[src/rtl/bit_transpose_pkg.sv]
// ---------------------------------------------------------------------------
// bit_transpose_pkg
// Shared types and helpers for the bit-matrix transpose scheduler.
// Rev 1.0
// ---------------------------------------------------------------------------
`default_nettype none

package bit_transpose_pkg;

  // Scheduler phase: the single buffer is either being filled or drained.
  typedef enum logic [0:0] {
    ST_FILL  = 1'b0,
    ST_DRAIN = 1'b1
  } state_t;

  localparam int NUM_DEFAULT = 8;
  localparam int W_DEFAULT   = 6;
  localparam int MAX_WIDTH   = 32;

  // Write counter must reach NUM itself (one past the last row).
  function automatic int wcnt_width(input int num);
    return $clog2(num + 1);
  endfunction

  // Read counter only spans output beats 0..W-1.
  function automatic int rcnt_width(input int w);
    return $clog2(w);
  endfunction

  // Reverses the low 'width' bits of v (bit j -> bit width-1-j); upper bits
  // of the result are zero. 'width' is a constant at every call site.
  function automatic logic [MAX_WIDTH-1:0] bitrev(input logic [MAX_WIDTH-1:0] v,
                                                   input int width);
    logic [MAX_WIDTH-1:0] r;
    logic [4:0]           src;
    r = '0;
    for (int j = 0; j < MAX_WIDTH; j++) begin
      if (j < width) begin
        src  = 5'(width - 1 - j);
        r[j] = v[src];
      end
    end
    return r;
  endfunction

endpackage

`default_nettype wire

[src/rtl/bit_transpose_sched_if.sv]
// ---------------------------------------------------------------------------
// bit_transpose_sched_if
// Input and output stream handshakes of the transpose scheduler.
// Rev 1.0
// ---------------------------------------------------------------------------
`default_nettype none

interface bit_transpose_sched_if
  import bit_transpose_pkg::*;
#(
  parameter int NUM = NUM_DEFAULT,
  parameter int W   = W_DEFAULT
);

  logic [W-1:0]   in_data;
  logic           in_valid;
  logic           in_last;
  logic           in_ready;
  logic [NUM-1:0] out_data;
  logic           out_valid;
  logic           out_last;
  logic           out_ready;

  // Producer/consumer side
  modport master (
    output in_data, in_valid, in_last, out_ready,
    input  in_ready, out_data, out_valid, out_last
  );

  // Scheduler side
  modport slave (
    input  in_data, in_valid, in_last, out_ready,
    output in_ready, out_data, out_valid, out_last
  );

endinterface

`default_nettype wire

[src/rtl/bit_transpose_sched.sv]
// ---------------------------------------------------------------------------
// bit_transpose_sched
// Buffers NUM words of W bits, then emits W words of NUM bits (transpose).
// Single buffer, fill phase then drain phase, no overlap.
// Rev 1.0
// ---------------------------------------------------------------------------
`default_nettype none

module bit_transpose_sched
  import bit_transpose_pkg::*;
#(
  parameter int NUM = NUM_DEFAULT,
  parameter int W   = W_DEFAULT
) (
  input  logic                  clock,
  input  logic                  rst_n,
  input  logic                  cfg_rev,
  bit_transpose_sched_if.slave  bus,
  output logic                  blk_done,
  output logic                  blk_short
);

  localparam int WCW = wcnt_width(NUM);
  localparam int RCW = rcnt_width(W);
  localparam logic [WCW-1:0] WCNT_LAST = WCW'(NUM - 1);
  localparam logic [RCW-1:0] RCNT_LAST = RCW'(W - 1);

  state_t               state;
  state_t               state_nxt;
  logic [W-1:0]         rows [NUM];
  logic [WCW-1:0]       wcnt;
  logic [RCW-1:0]       rcnt;
  logic                 rev_lat;

  logic                 in_fire;
  logic                 out_fire;
  logic                 fill_close;
  logic                 drain_close;
  logic                 rev_now;
  logic [MAX_WIDTH-1:0] in_wide;
  logic [MAX_WIDTH-1:0] rev_wide;
  logic [W-1:0]         wr_data;
  logic [NUM-1:0]       col;

  assign in_fire     = bus.in_valid & bus.in_ready;
  assign out_fire    = bus.out_valid & bus.out_ready;
  assign fill_close  = in_fire & ((wcnt == WCNT_LAST) | bus.in_last);
  assign drain_close = out_fire & (rcnt == RCNT_LAST);

  // The first beat of a block uses cfg_rev live; later beats use the latched copy.
  assign rev_now = (wcnt == '0) ? cfg_rev : rev_lat;

  // Widen the input word so the shared reversal helper can operate on it.
  always_comb begin
    in_wide         = '0;
    in_wide[W-1:0]  = bus.in_data;
  end

  assign rev_wide = bitrev(in_wide, W);
  assign wr_data  = rev_now ? rev_wide[W-1:0] : bus.in_data;

  generate
    if (W < MAX_WIDTH) begin : g_rev_tail
      logic rev_tail_unused;
      assign rev_tail_unused = |rev_wide[MAX_WIDTH-1:W];
    end
  endgenerate

  // Output bit k of the current beat is bit rcnt of stored row k.
  generate
    for (genvar k = 0; k < NUM; k++) begin : g_lane
      assign col[k] = rows[k][rcnt];
    end
  endgenerate

  // State register.
  always_ff @(posedge clock or negedge rst_n) begin
    if (!rst_n) begin
      state <= ST_FILL;
    end else begin
      state <= state_nxt;
    end
  end

  // Next-state: close a fill on the last row or in_last, close a drain on beat W-1.
  always_comb begin
    state_nxt = state;
    case (state)
      ST_FILL:  if (fill_close)  state_nxt = ST_DRAIN;
      ST_DRAIN: if (drain_close) state_nxt = ST_FILL;
      default:  state_nxt = ST_FILL;
    endcase
  end

  // Handshake outputs; in_ready is held low while reset is asserted.
  always_comb begin
    bus.in_ready  = (state == ST_FILL) & rst_n;
    bus.out_valid = (state == ST_DRAIN);
    bus.out_last  = (state == ST_DRAIN) & (rcnt == RCNT_LAST);
    bus.out_data  = (state == ST_DRAIN) ? col : '0;
  end

  // Buffer rows, counters and latched reverse option.
  always_ff @(posedge clock or negedge rst_n) begin
    if (!rst_n) begin
      for (int k = 0; k < NUM; k++) rows[k] <= '0;
      wcnt    <= '0;
      rcnt    <= '0;
      rev_lat <= 1'b0;
    end else begin
      if (in_fire) begin
        for (int k = 0; k < NUM; k++) begin
          if (wcnt == WCW'(k)) rows[k] <= wr_data;
        end
        wcnt <= wcnt + WCW'(1);
        if (wcnt == '0) rev_lat <= cfg_rev;
      end
      if (out_fire) begin
        if (rcnt == RCNT_LAST) begin
          // Clear so a following short block sees zero in its unwritten rows.
          for (int k = 0; k < NUM; k++) rows[k] <= '0;
          wcnt <= '0;
          rcnt <= '0;
        end else begin
          rcnt <= rcnt + RCW'(1);
        end
      end
    end
  end

  // Single-cycle status pulses, registered one cycle after the causing beat.
  always_ff @(posedge clock or negedge rst_n) begin
    if (!rst_n) begin
      blk_done  <= 1'b0;
      blk_short <= 1'b0;
    end else begin
      blk_done  <= drain_close;
      blk_short <= in_fire & bus.in_last & (wcnt != WCNT_LAST);
    end
  end

endmodule

`default_nettype wire

[src/flat_wrapper.sv]
// flat-port wrapper written by rule: the top's interface ports become plain ports
module bit_transpose_sched_flat import bit_transpose_pkg::*;
#(
  parameter int NUM = NUM_DEFAULT,
  parameter int W   = W_DEFAULT
)
  (clock, rst_n, cfg_rev, blk_done, blk_short, bus_in_data, bus_in_valid, bus_in_last, bus_out_ready, bus_in_ready, bus_out_data, bus_out_valid, bus_out_last);
  bit_transpose_sched_if #(.NUM(NUM), .W(W)) bus_i ();
  input  logic clock;
  input  logic rst_n;
  input  logic cfg_rev;
  output logic blk_done;
  output logic blk_short;
  input wire logic [$bits(bus_i.in_data)-1:0] bus_in_data;
  input wire logic [$bits(bus_i.in_valid)-1:0] bus_in_valid;
  input wire logic [$bits(bus_i.in_last)-1:0] bus_in_last;
  input wire logic [$bits(bus_i.out_ready)-1:0] bus_out_ready;
  output wire logic [$bits(bus_i.in_ready)-1:0] bus_in_ready;
  output wire logic [$bits(bus_i.out_data)-1:0] bus_out_data;
  output wire logic [$bits(bus_i.out_valid)-1:0] bus_out_valid;
  output wire logic [$bits(bus_i.out_last)-1:0] bus_out_last;
  assign bus_i.in_data = bus_in_data;
  assign bus_i.in_valid = bus_in_valid;
  assign bus_i.in_last = bus_in_last;
  assign bus_i.out_ready = bus_out_ready;
  assign bus_in_ready = bus_i.in_ready;
  assign bus_out_data = bus_i.out_data;
  assign bus_out_valid = bus_i.out_valid;
  assign bus_out_last = bus_i.out_last;
  bit_transpose_sched #(.NUM(NUM), .W(W)) u_core (.clock(clock), .rst_n(rst_n), .cfg_rev(cfg_rev), .bus(bus_i), .blk_done(blk_done), .blk_short(blk_short));
endmodule
[config.mk]
export PLATFORM = sky130hd
export DESIGN_NAME = bit_transpose_sched_flat
export DESIGN_NICKNAME = d
export VERILOG_FILES = /design/src/rtl/bit_transpose_pkg.sv /design/src/rtl/bit_transpose_sched_if.sv /design/src/rtl/bit_transpose_sched.sv /design/src/flat_wrapper.sv
export SDC_FILE = /design/constraint.sdc
export NUM_CORES = 1
export LEC_CHECK = 0
export ABC_CLOCK_PERIOD_IN_PS = 2650
export CORE_AREA = 2 2 102 64
export CTS_BUF_LIST = sky130_fd_sc_hd__clkbuf_8 sky130_fd_sc_hd__clkbuf_16
export DETAILED_ROUTE_END_ITERATION = 10
export DIE_AREA = 0 0 104 66
export PLACE_DENSITY = 0.87
export SLEW_MARGIN = 20
export SYNTH_ARGS = -nofsm -noshare
export SYNTH_HDL_FRONTEND = slang
export SYNTH_SLANG_ARGS = --single-unit
[constraint.sdc]
create_clock -name clock -period 2.65 [get_ports clock]
set_clock_uncertainty 0.2 [all_clocks]
set_input_delay 0.265 -clock clock [delete_from_list [all_inputs] [get_ports clock]]
set_output_delay 0.265 -clock clock [all_outputs]
set_load 0.01 [all_outputs]
==> qor.csv <==
metric,value,unit
outcome,"complete, no violations",
die area,6860,um^2
Overall Global Routing Usage,22.8,%
FMAX,0.392,GHz
vias in the first global route,2231,
Synth area leaders,"dfrtp_1, a22o_1, mux2i_1",
Startpoint Class,flop,
HP Class,in2reg,
Wirelength per Cell,18.7,um
Final HPWL DP,4840,um
worst r2r src,u_core.wcnt[0],
Die Y,66,um
cell area after synthesis,3190,um^2
actual slew at the worst max-slew pin,0.752,ns
Clock Tree Buf Depth,2,
hold_sp,bus_in_last,
hold path cells,3,
H-tree depth,3,
Synth area leader,dfrtp_1,
clk root buf,clkbuf_8,
crit path max-delay cell type,mux4_2,
WP data required,2.18,ns
sequential share of the synthesized area,46.3,%
I/O pins,25,
RSZ-0062 raised after global routing,no,
first-pass GRT wire length,11600,um
Post-synth ARST share,100,%
"commonest non-fill, non-tap cells in the layout","dfrtp_1, a22o_1, mux2i_1, clkdlybuf4s50_1, a21oi_1",
"delay-heaviest family, CP",buffers and inverters,
CP bufs+invs,3,
Layout Nets,301,
final RePlAce weighted congestion,0.808,
Reg2Reg Setup Slack,0.24,ns
TNS Setup,0,ns
crit-path max cell delay,0.52,ns
clock sink count,59,
FF-to-FF path depth,6,
final instance area,3650,um^2
final worst-path cycle share,96.3,%
vias per cell,5.98,
Final Max Tran Viols,0,
Syn Nets,276,
Final ANT Viol Nets,0,
router iterations before antenna repair,4,
Min Hold Slack,0.280,ns
minimum clock period,2.55,ns
Hold EP,u_core.blk_short,
port buffer count,24,
Power Total,3.72,mW
"Primary FF master, synth",dfrtp_1,
Worst VDD drop,513,uV
clk slew on worst S/H paths,0.06,ns
crit end category,output pin,
M3 GR Usage,7.68,%
Row Count,22,
M1 GR Usage,32.5,%
Lkg Pwr,1.62,nW
Fin. Hold Viols,0,
Worst slew margin,48.4,%
grt total ovfl,0,
area post-placement,3460,um^2
Clock Latency Late Sink,0.34,ns
DR vias,2224,
die width,104,um
layout cell share with drive strength beyond 1,18.1,%
antenna cell count,0,
Synth-to-Final Area Change,14.6,%
syn avg cell area,12.3,um^2
Crit Path Class,reg2out,
core area,5950,um^2
final setup margin,0.0987,ns
crit-path cells,buf_12 > mux4_2 > inv_1 > o22ai_1 > clkdlybuf4s50_1,
Synth Instances,260,
Yosys warning count,0,
endpoints failing setup,0,
# fillers,497,
critical path arrival,2.09,ns
dpl ws,0.292,ns
TritonCTS clock tree,yes,
Num CTS Buffers,9,
Synth cell types,42,
"EDFF count, synth",0,
grt met2 use,32.2,%
Routed WL,6950,um
largest net degree at the start of global routing,35,
initial antenna violation count,0,
Most Crowded Layer GR,met1,
1st-iter DRT viols,124,
crit path max fanout,20,
Max Cap Viol,0,
top-area cell type share of the netlist area,46.3,%
worst r2r dst,u_core.rows[35],
"flops & latches, synth",59,
CP startpoint,u_core.rcnt[0],
Initial Util,53.6,%
"commonest non-fill, non-tap cell in the layout",dfrtp_1,
pwr dens,1020,nW/um^2
DRC viols,0,
-- synth_stat cells, types with 3 or more instances --
cell / instances
buf_6: 4
and4b_1: 3
mux4_2: 8
ha_1: 4
nor2_1: 6
a22oi_1: 4
nor2b_1: 4
a22o_1: 36
a211oi_1: 12
inv_1: 11
clkbuf_1: 5
a21oi_1: 14
o22ai_1: 8
and2_0: 3
nand2_1: 5
mux2i_2: 4
and2_1: 4
buf_2: 9
mux2_4: 7
mux2i_1: 23
dfrtp_1: 59
-- flip-flops by register name, summed over array words and instances (netlist names) --
| register | flops |
|---|---|
| u_core.rows | 48 |
| u_core.wcnt | 4 |
| u_core.rcnt | 3 |
| u_core.blk_done | 1 |
| u_core.blk_short | 1 |
| u_core.bus.out_valid | 1 |
| u_core.rev_lat | 1 |
-- repair_timing --
item | CTS | global route
resized for setup | 1 | 2
hold endpoints to repair | 59 | 0
endpoints found under the setup margin | 8 | 8
pin swaps | 0 | 0
gates cloned | 0 | 0
setup buffers | 0 | 2
hold buffers | 1 | 0
-- stage by stage --
step	cells	utilization, %
2_1_floorplan	260	-
3_5_place_dp	355	58.2
6_report	372	61.4
3_3_place_gp	355	58.2
4_1_cts	370	60.9
5_1_grt	372	61.4
-- cell families after synthesis --
family	synth area share [%]
flops	46.3
fa+ha+maj	1.57
compound gates	19.2
xor+xnor	0.825
simple gates	8.48
buf+inv	5.69
mux	17.9
-- worst max-delay path by stage --
stage                     depth (start not counted)  slack, ns         endpoint
after floorplan                                   6       0.75  u_core.rows[17]
after global placement                            4       0.35  bus_out_data[7]
after detailed placement                          6       0.29  u_core.rows[35]
after CTS                                         4       0.04  bus_out_data[3]
after global routing                              5      0.004  bus_out_data[6]
final                                             5        0.1  bus_out_data[2]
-- power by group --
group | internal (mW) | leakage (nW) | switching, mW
registers | 1.17 | 0.793 | 0.241
logic | 0.850 | 0.738 | 0.810
clock network | 0.317 | 0.0857 | 0.334
-- routing by layer --
layer | vias to the layer above | wire [um]
met5 | - | 0
met4 | 0 | 90
met3 | 8 | 447
met2 | 58 | 2950
met1 | 1123 | 3470
li1 | 1035 | -
-- area by class of cell --
class	instances	area [um^2]	area share, %
multi-input cells	169	1530	42.0
flip-flops and latches	59	1480	40.5
repair buffers	35	345	9.46
clock buffers	9	124	3.39
well taps	84	105	2.88
inverters	11	41.3	1.13
clock inverters	5	23.8	0.651
-- worst min-delay path: stages --
cell and delay, ns:
clkdlybuf4s50_1 0.42, inv_1 0.06, a211oi_1 0.04
(Power assumes the default switching activity.)
